==> config.mk <==
export PLATFORM = sky130hd
export DESIGN_NAME = amiq_mux_stim_driver
export DESIGN_NICKNAME = d
export VERILOG_FILES = /design/src/rtl/amiq_stim_pkg.sv /design/src/rtl/amiq_sync_fifo.sv /design/src/rtl/amiq_mux_stim_driver.sv
export SDC_FILE = /design/constraint.sdc
export NUM_CORES = 1
export LEC_CHECK = 0
export ABC_CLOCK_PERIOD_IN_PS = 7700
export CAP_MARGIN = 20
export CORE_MARGIN = 5
export CORE_UTILIZATION = 46
export CTS_CLUSTER_SIZE = 10
export DETAILED_ROUTE_END_ITERATION = 8
export PLACE_DENSITY_LB_ADDON = 0.1
export SLEW_MARGIN = 30
export SYNTH_ARGS = -nofsm -noshare
export SYNTH_HDL_FRONTEND = slang
export SYNTH_HIERARCHICAL = 1
export SYNTH_SLANG_ARGS = --single-unit
==> constraint.sdc <==
create_clock -name clk -period 7.7 [get_ports clk]
set_clock_uncertainty 0.1 [all_clocks]
set_input_delay 1.54 -clock clk [delete_from_list [all_inputs] [get_ports clk]]
set_output_delay 1.54 -clock clk [all_outputs]
set_load 0.01 [all_outputs]
==> src/rtl/amiq_stim_pkg.sv <==
// Shared types for the mux stimulus driver: the stimulus record layout and the driver FSM states.
package amiq_stim_pkg;

   localparam int DELAY_W = 8;

   typedef struct packed {
      bit                 in0;
      bit                 in1;
      bit                 sel;
      logic [DELAY_W-1:0] delay;
   } stim_t;

   typedef enum logic [1:0] {
      IDLE,
      FETCH,
      HOLD,
      DONE
   } drv_state_e;

endpackage

==> src/rtl/amiq_sync_fifo.sv <==
// Synchronous FIFO with one extra pointer bit so full and empty are told apart by the MSB.
module amiq_sync_fifo
   import amiq_stim_pkg::*;
#(
   parameter type T     = stim_t,
   parameter int  DEPTH = 8
) (
   input  logic clk,
   input  logic rst,
   input  logic push,
   input  logic pop,
   input  T     din,
   output logic full,
   output logic empty,
   output T     dout
);

   localparam int AW = $clog2(DEPTH);

   T             mem [DEPTH];
   logic [AW:0]  wr_ptr;
   logic [AW:0]  rd_ptr;
   logic         do_push;
   logic         do_pop;

   assign full    = (wr_ptr[AW] != rd_ptr[AW]) && (wr_ptr[AW-1:0] == rd_ptr[AW-1:0]);
   assign empty   = (wr_ptr == rd_ptr);
   // Pushes into a full FIFO and pops from an empty one are dropped here, not by the caller.
   assign do_push = push && !full;
   assign do_pop  = pop && !empty;
   assign dout    = mem[rd_ptr[AW-1:0]];

   always_ff @(posedge clk or posedge rst) begin
      if (rst) begin
         wr_ptr <= '0;
         rd_ptr <= '0;
      end else begin
         if (do_push) wr_ptr <= wr_ptr + (AW+1)'(1);
         if (do_pop)  rd_ptr <= rd_ptr + (AW+1)'(1);
      end
   end

   always_ff @(posedge clk) begin
      if (do_push) mem[wr_ptr[AW-1:0]] <= din;
   end

endmodule

==> src/rtl/amiq_mux_stim_driver.sv <==
// Buffers stimulus records and replays each one onto the mux inputs for delay+1 clocks,
// reporting run progress, completion and FIFO underrun.
module amiq_mux_stim_driver
   import amiq_stim_pkg::*;
#(
   parameter int DEPTH      = 8,
   parameter int NOF_VALUES = 20
) (
   input  logic        clk,
   input  logic        rst,
   input  logic        start,
   input  logic        s_valid,
   output logic        s_ready,
   input  stim_t       s_stim,
   output logic        in0,
   output logic        in1,
   output logic        sel,
   output logic        busy,
   output logic        done,
   output logic        underrun,
   output logic [15:0] applied
);

   localparam logic [15:0] NOF_LAST = 16'(NOF_VALUES);

   drv_state_e         state;
   drv_state_e         state_nxt;
   stim_t              fifo_dout;
   logic               fifo_full;
   logic               fifo_empty;
   logic               pop;
   logic               clr_run;
   logic               set_ur;
   logic               dec_hold;
   logic [DELAY_W-1:0] hold_cnt;

   assign s_ready = !fifo_full;

   amiq_sync_fifo #(
      .T     (stim_t),
      .DEPTH (DEPTH)
   ) u_fifo (
      .clk   (clk),
      .rst   (rst),
      .push  (s_valid),
      .pop   (pop),
      .din   (s_stim),
      .full  (fifo_full),
      .empty (fifo_empty),
      .dout  (fifo_dout)
   );

   always_comb begin
      state_nxt = state;
      pop       = 1'b0;
      clr_run   = 1'b0;
      set_ur    = 1'b0;
      dec_hold  = 1'b0;
      case (state)
         IDLE, DONE: begin
            if (start) begin
               clr_run   = 1'b1;
               state_nxt = FETCH;
            end
         end
         FETCH: begin
            if (!fifo_empty) begin
               pop       = 1'b1;
               state_nxt = HOLD;
            end else begin
               set_ur = 1'b1;
            end
         end
         HOLD: begin
            // The next record is popped on the last hold cycle so samples follow without a bubble.
            if (hold_cnt != '0) begin
               dec_hold = 1'b1;
            end else if (applied >= NOF_LAST) begin
               state_nxt = DONE;
            end else if (!fifo_empty) begin
               pop = 1'b1;
            end else begin
               set_ur    = 1'b1;
               state_nxt = FETCH;
            end
         end
         default: state_nxt = IDLE;
      endcase
   end

   always_ff @(posedge clk or posedge rst) begin
      if (rst) begin
         state    <= IDLE;
         in0      <= 1'b0;
         in1      <= 1'b0;
         sel      <= 1'b0;
         hold_cnt <= '0;
         applied  <= '0;
         busy     <= 1'b0;
         done     <= 1'b0;
         underrun <= 1'b0;
      end else begin
         state <= state_nxt;
         busy  <= (state_nxt == FETCH) || (state_nxt == HOLD);
         done  <= (state_nxt == DONE);
         if (pop) begin
            in0      <= fifo_dout.in0;
            in1      <= fifo_dout.in1;
            sel      <= fifo_dout.sel;
            hold_cnt <= fifo_dout.delay;
            applied  <= applied + 16'd1;
         end else if (dec_hold) begin
            hold_cnt <= hold_cnt - DELAY_W'(1);
         end
         if (clr_run) begin
            applied  <= '0;
            underrun <= 1'b0;
         end else if (set_ur) begin
            underrun <= 1'b1;
         end
      end
   end

endmodule

==> results of run 1 <==
==> stage by stage <==
stage	util [%]	total power (uW)	cells	setup slack [ns]
floorplan	-	1620	376	4.48
global placement	51.0	1820	577	3.69
detailed placement	51.1	1830	577	3.61
CTS	55.7	2610	609	3.16
global route	55.7	2730	609	3.07
finish	55.7	2570	609	3.21
==> tightest hold or removal path: cells and delay by family, from the launching register on <==
family	cells	cell delay [ns]
AOI/OAI and AO/OA	1	0.05
DFF	1	0.35
and+or+nand+nor	1	0.07
==> kinds of logic (layout without fill, tap and decap cells) <==
logic type / Yosys count / in the layout / share of synthesized area [%]
DFF: 128 / 128 / 63.0
and+or+nand+nor: 100 / 100 / 8.72
muxes: 46 / 46 / 14.2
AOI/OAI and AO/OA: 42 / 42 / 5.86
buffers and inverters: 33 / 94 / 3.07
xor gates and xnor gates: 19 / 19 / 3.46
adders and majority gates: 8 / 8 / 1.73
==> synthesized netlist by cell type (2+ instances only) <==
| cell | n |
|---|---|
| nor2_1 | 8 |
| inv_1 | 14 |
| mux2_2 | 12 |
| nor4_1 | 8 |
| a31oi_1 | 2 |
| a41oi_1 | 3 |
| buf_6 | 3 |
| o21a_1 | 2 |
| mux4_2 | 4 |
| ha_1 | 8 |
| or3_1 | 5 |
| mux4_1 | 18 |
| nand3_1 | 12 |
| buf_4 | 3 |
| dfrtp_1 | 40 |
| buf_2 | 6 |
| o41ai_4 | 2 |
| and2_1 | 2 |
| a21oi_1 | 5 |
| and4_1 | 2 |
| xnor2_1 | 11 |
| clkbuf_1 | 4 |
| xor2_2 | 2 |
| nand2_1 | 38 |
| a21boi_0 | 2 |
| xor2_1 | 5 |
| nor3_1 | 8 |
| o31ai_1 | 2 |
| o21ai_0 | 14 |
| mux2_1 | 2 |
| mux2i_1 | 10 |
| nand2b_1 | 3 |
| nand4_1 | 7 |
| and3_1 | 3 |
| edfxtp_1 | 88 |
==> registers in the layout (all words and copies together), names as in the netlist, 2 cells and up <==
| register | flops |
|---|---|
| u_fifo/rd_ptr | 4 |
| applied | 16 |
| u_fifo/wr_ptr | 4 |
| state | 2 |
| u_fifo/mem | 88 |
| hold_cnt | 8 |
==> report_power, final <==
group	internal, uW	switching (uW)	leakage [uW]
registers	879	109	0.00132
clock network	475	292	0.000277
logic	365	456	0.000946
==> path summary, 6_finish.rpt <==
kind	from	end	slack, ns	cells after the start
worst min-delay path	underrun	underrun	0.41	2
worst max register to register	u_fifo/rd_ptr[2]	applied[3]	3.95	7
worst max-delay path	u_fifo/rd_ptr[2]	s_ready	3.21	4
min in group asynchronous	rst	state[1]	1.25	2
worst min register to register	underrun	underrun	0.41	2
max in group asynchronous	rst	in0	5.65	3
==> placed cells by master, fill, tap and decap left out, types with 4 or more instances in the layout <==
master and count:
nor2_1 8, xor2_1 5, ha_1 8, xnor2_1 11, nor3_1 5, mux2_2 12
nor4_1 5, nand3_1 12, buf_4 10, nor4_2 4, clkdlybuf4s50_1 37, inv_1 14
a21oi_1 5, edfxtp_1 88, o21ai_0 14, mux2i_1 10, dfrtp_1 40, clkinv_4 4
clkbuf_16 17, or3_1 5, nand2_1 38, nand4_1 7, mux4_2 4, clkinv_2 5
mux4_1 18
==> area by class of cell <==
class | count | share of cell area, %
Sequential cell | 128 | 52.5
Clock buffer | 18 | 6.19
Inverter | 15 | 0.830
Timing Repair Buffer | 47 | 6.42
Multi-Input combinational cell | 215 | 28.9
Clock inverter | 14 | 2.06
Tap cell | 172 | 3.10
==> layer usage <==
layer / vias up / share of wire (%)
met5: - / 0
met1: 1603 / 44
met4: 0 / 1.2
met2: 61 / 50
met3: 13 / 4.0
li1: 1551 / -
==> run metrics, run 1 <==
outcome=finished, final reports clean; Post-CTS Setup Inserts=0; placer congestion estimate=0.773; HPWL after DPL=6.76 mm; die height=between 100 and 150 um; total CTS buffers=17; startpoint types=flip-flop; syn nets=399; post-route setup TNS=0 ns; max-cap violation count=0; cell family with most CP delay=flip-flops; CTS sink count=128; Pleak=0.00254 uW; # DRC=0; Top FF cell, synth=edfxtp_1; first-pass GRT wire length=roughly 18 mm; top cells by area, synth=edfxtp_1, dfrtp_1, mux4_1; Placement Cell Area=~6400 um^2; Synth warnings=6; hold slack final=0.410 ns; grt ovf=0; Setup-failing EPs final=0; min-delay worst type=flip-flop to flip-flop; CP cell instances=xor2_4 -> nor4_2 -> inv_1 -> clkdlybuf4s50_1; Final period util=58.3%; Tightest Pin Transition=a little under 0.9 ns; Worst VDD drop=approximately 0.24 mV; pwr dens=around 370 nW/um^2; Crit path arrival time=between 2 and 3 ns; Root Driver=clkbuf_16; gr usage total=around 16%; initial antenna violation count=0; Slew Limit Headroom=40.2%; Routed WL per cell=17.7 um; Post-Syn Area=a little under 6000 um^2; FP Rows=between 40 and 50; Final #Nets=between 400 and 500; Slew Viols, Final=0; Final Critical Period=4.49 ns; Setup CP Type=flip-flop to output port; overall routed net length=10.8 mm; effective utilization at floorplan=46.4%; layout cells sized above 1=roughly 17%; Clock transition at path regs=0.06 ns; GR Layer Usage met2=25.8%; 1st-iter DRT viols=223; top cell type's share of synthesized area=45.7%; largest net degree at the start of global routing=37; element type at the critical path end=output port; syn_area_per_cell=15.4 um^2; Required @ worst endpoint=6.06 ns; CTS tree=built; Die Wd=122 um; GRT busiest layer=met2; area of the multi-input gates=2000 um^2; slowest CP cell=dfrtp_1; Vias=3,228; CTS resizes=0; CTS H-tree lvls=4; vias in the first global route=3,281; CTS hold repair buffers=0; vias per std cell=roughly 5.3; Area Growth Syn to Fin=19.9%; core box area=12,500 um^2; Critical Path Fanout Max=15; Final ANT Viol Nets=0; M1 GR Usage=between 20% and 30%; Async SR Flop Fraction=31.3%; Seq cells post-synth=128; met3 GRT Util=4.83%; ant diodes=0; I/O Buffers=37; clk buf depth=2; Seq/Total Area, Yosys=63.0%; Hold Violations, Final=0; Fill cells=approximately 1,000; Ports=38; Post-Syn Instances=roughly 380; Netlist cell types=between 50 and 60; Worst-Skew Late Latency=~0.4 ns; RSZ-0062 raised after global routing=false; Post-synth EDFFs=88; WP buf/inv=2; 1st-pass router iterations=5; register area=3640 um^2; leading area contributor after synthesis=edfxtp_1; Achievable Freq=223 MHz; Die Area=14,900 um^2; Final Instance Area=6940 um^2; Worst path max stage delay=0.88 ns
No activity file was read; power rests on OpenSTA's default activity.
==> run 2: changes to the inputs <==
ABC_CLOCK_PERIOD_IN_PS = 3600   (was 7700)
clock period = 3.6 ns   (was 7.7 ns; I/O delays follow)
==> run 2 against run 1 <==
  * Global-route usage increased by 0.27 points
  * Cell area increased by 0.41%
  * Setup slack got worse by 2.8 ns
  * Combinational power increased by 120%
  * Routed wire length increased by 2.9%
  * Clock power increased by 120%
  * Cell count increased by 0.49%
  * Die area unchanged
  * Core utilization increased by 0.23 points
  * Power increased by 120%
  * Sequential share of layout area decreased by 0.22 points
  * Sequential power increased by 110%
  * Critical path type is now flip-flop to flip-flop
  * Critical endpoint is now u_fifo/rd_ptr[1]
  * Largest cell class unchanged
==> run metrics, run 2 (same netlist as run 1, synthesis figures left out) <==
Flop pwr share=37.5% (-0.9 points); Die Area=14,900 um^2 (unchanged); outcome=finished, final reports clean; largest net degree at the start of global routing=37 (unchanged); slowest CP cell=o41a_4; Hold Path Cell Cnt=1 (-1); Final #Nets=451 (+0.89%); internal power=3760 uW (+120%); Setup-failing EPs final=0 (unchanged); FP Rows=41 (unchanged); initial antenna violation count=0 (unchanged); overall routed net length=11.1 mm (+2.9%); die height=122 um (unchanged); Hold Violations, Final=0 (unchanged); CP Depth=6 (+2); ant diodes=0 (unchanged); CTS H-tree lvls=4 (unchanged); # DRC=0 (unchanged); I/O Buffers=37 (unchanged); setup ws final=0.446 ns (-2.77 ns); commonest non-fill, non-tap cell in the layout=edfxtp_1; core box area=12,500 um^2 (unchanged); Slew Limit Headroom=44.7% (+4.5 points); Die Wd=122 um (unchanged); effective utilization at floorplan=46.4% (unchanged); Final Critical Period=3.15 ns; grt ovf=0 (unchanged); Worst-Skew Late Latency=0.41 ns (about the same); 1st-pass router iterations=4 (-1); Final period util=just under 90%; Worst path max stage delay=0.57 ns (-0.31 ns); Clock transition at path regs=0.06 ns (about the same); min-delay worst type=flip-flop to flip-flop; Slew Viols, Final=0 (unchanged); gr usage total=16.2% (+0.27 points); Achievable Freq=about 320 MHz; first-pass GRT wire length=17.7 mm (+0.83%); Routed WL per cell=18.1 um (+2.4%); pre-CTS WS=0.468 ns (-3.14 ns); Root Driver=clkbuf_16; clock network fraction of total power=30.1% (+0.3 points); WP buf/inv=1 (-1); total CTS buffers=17 (unchanged); clk buf depth=2 (unchanged); startpoint types=flip-flop; CTS tree=built; element type at the critical path end=flip-flop; most frequent cells in the layout=edfxtp_1, dfrtp_1, nand2_1; vias in the first global route=3,332 (+1.6%); Critical Path Fanout Max=36 (+21); CTS hold repair buffers=0 (unchanged); Ports=38 (unchanged); pwr dens=801 nW/um^2 (+120%); Vias=3,292 (+2.0%); Pleak=0.00256 uW (+0.71%); Post-CTS Setup Inserts=0 (unchanged); Final ANT Viol Nets=0 (unchanged); CTS sink count=128 (unchanged); Worst VDD drop=0.422 mV (+79%); Gate power share=32.5% (+0.6 points); max-cap violation count=0 (unchanged); Setup CP Type=flip-flop to flip-flop; RSZ-0062 raised after global routing=false; CTS resizes=0 (unchanged); Switching Share=32.6% (-0.69 points); Crit path arrival time=3.34 ns (+0.49 ns); cell family with most CP delay=simple AND/OR/NAND/NOR gates; Net Switching=1820 uW (+110%); layout cells sized above 1=16.4% (-0.34 points); R2R cell count=6 (-1); max reg flops=88 (unchanged); placer congestion estimate=0.762 (-1.4%); 1st-iter DRT viols=197 (-12%); hold slack final=0.408 ns (-0.00155 ns); vias per std cell=5.38 (+1.5%); Area Growth Syn to Fin=20.4%; Required @ worst endpoint=3.79 ns (-2.27 ns); HPWL after DPL=6.89 mm (+1.9%); CP cell instances=or4_4 -> or3_1 -> o41a_4 -> clkinv_2 -> o41ai_4 -> mux2_1; post-route setup TNS=0 ns (unchanged); Tightest Pin Transition=0.823 ns (-0.0662 ns)
run 2: worst paths after layout:
path / from / end / slack, ns
max in group asynchronous: rst / applied[3] / 2.04
setup / recovery: hold_cnt[3] / u_fifo/rd_ptr[1] / 0.45
min in group asynchronous: rst / u_fifo/rd_ptr[2] / 0.49
hold / removal: applied[15] / applied[15] / 0.41
setup reg to reg: hold_cnt[3] / u_fifo/rd_ptr[1] / 0.45
hold reg to reg: applied[15] / applied[15] / 0.41
run 2: worst reg2reg max path, delay by kind of cell, from the launching register on:
family / cells / cell delay, ns
DFF: 1 / 0.42
AOI/OAI and AO/OA: 2 / 0.75
buffers and inverters: 1 / 0.39
muxes: 1 / 0.33
and+or+nand+nor: 2 / 1.04
run 2: power by group through the flow:
stage	sequential (uW)	clock, uW	combinational (uW)
floorplan	2030	0	1430
global placement	2110	0	1800
detailed placement	2120	0	1820
CTS	2090	1720	1840
global route	2120	1780	1990
finish	2090	1680	1810
run 2: final cells by class:
cell class                      count  area (um^2)
Clock buffer                       20          437
Clock inverter                     11          140
Fill cell                        1017         5500
Inverter                           15         57.6
Multi-Input combinational cell    215         2000
Sequential cell                   128         3640
Tap cell                          172          215
Timing Repair Buffer               51          475
run 2: per-layer routing:
metal,wire (um),GRT usage (%),vias to the layer above
met5,0,0,-
met3,403,5.20,15
met4,172,6.16,0
met2,5520,26.8,49
met1,4970,19.9,1658
li1,-,-,1570
run 2: metrics by stage:
stage	instances	total power (uW)	utilization, %	area [um^2]
finish	612	5580	55.9	6970
global route	612	5900	55.9	6970
CTS	612	5640	55.9	6970
detailed placement	581	3940	51.3	6390
global placement	581	3910	51.3	6390
floorplan	376	3460	-	5790
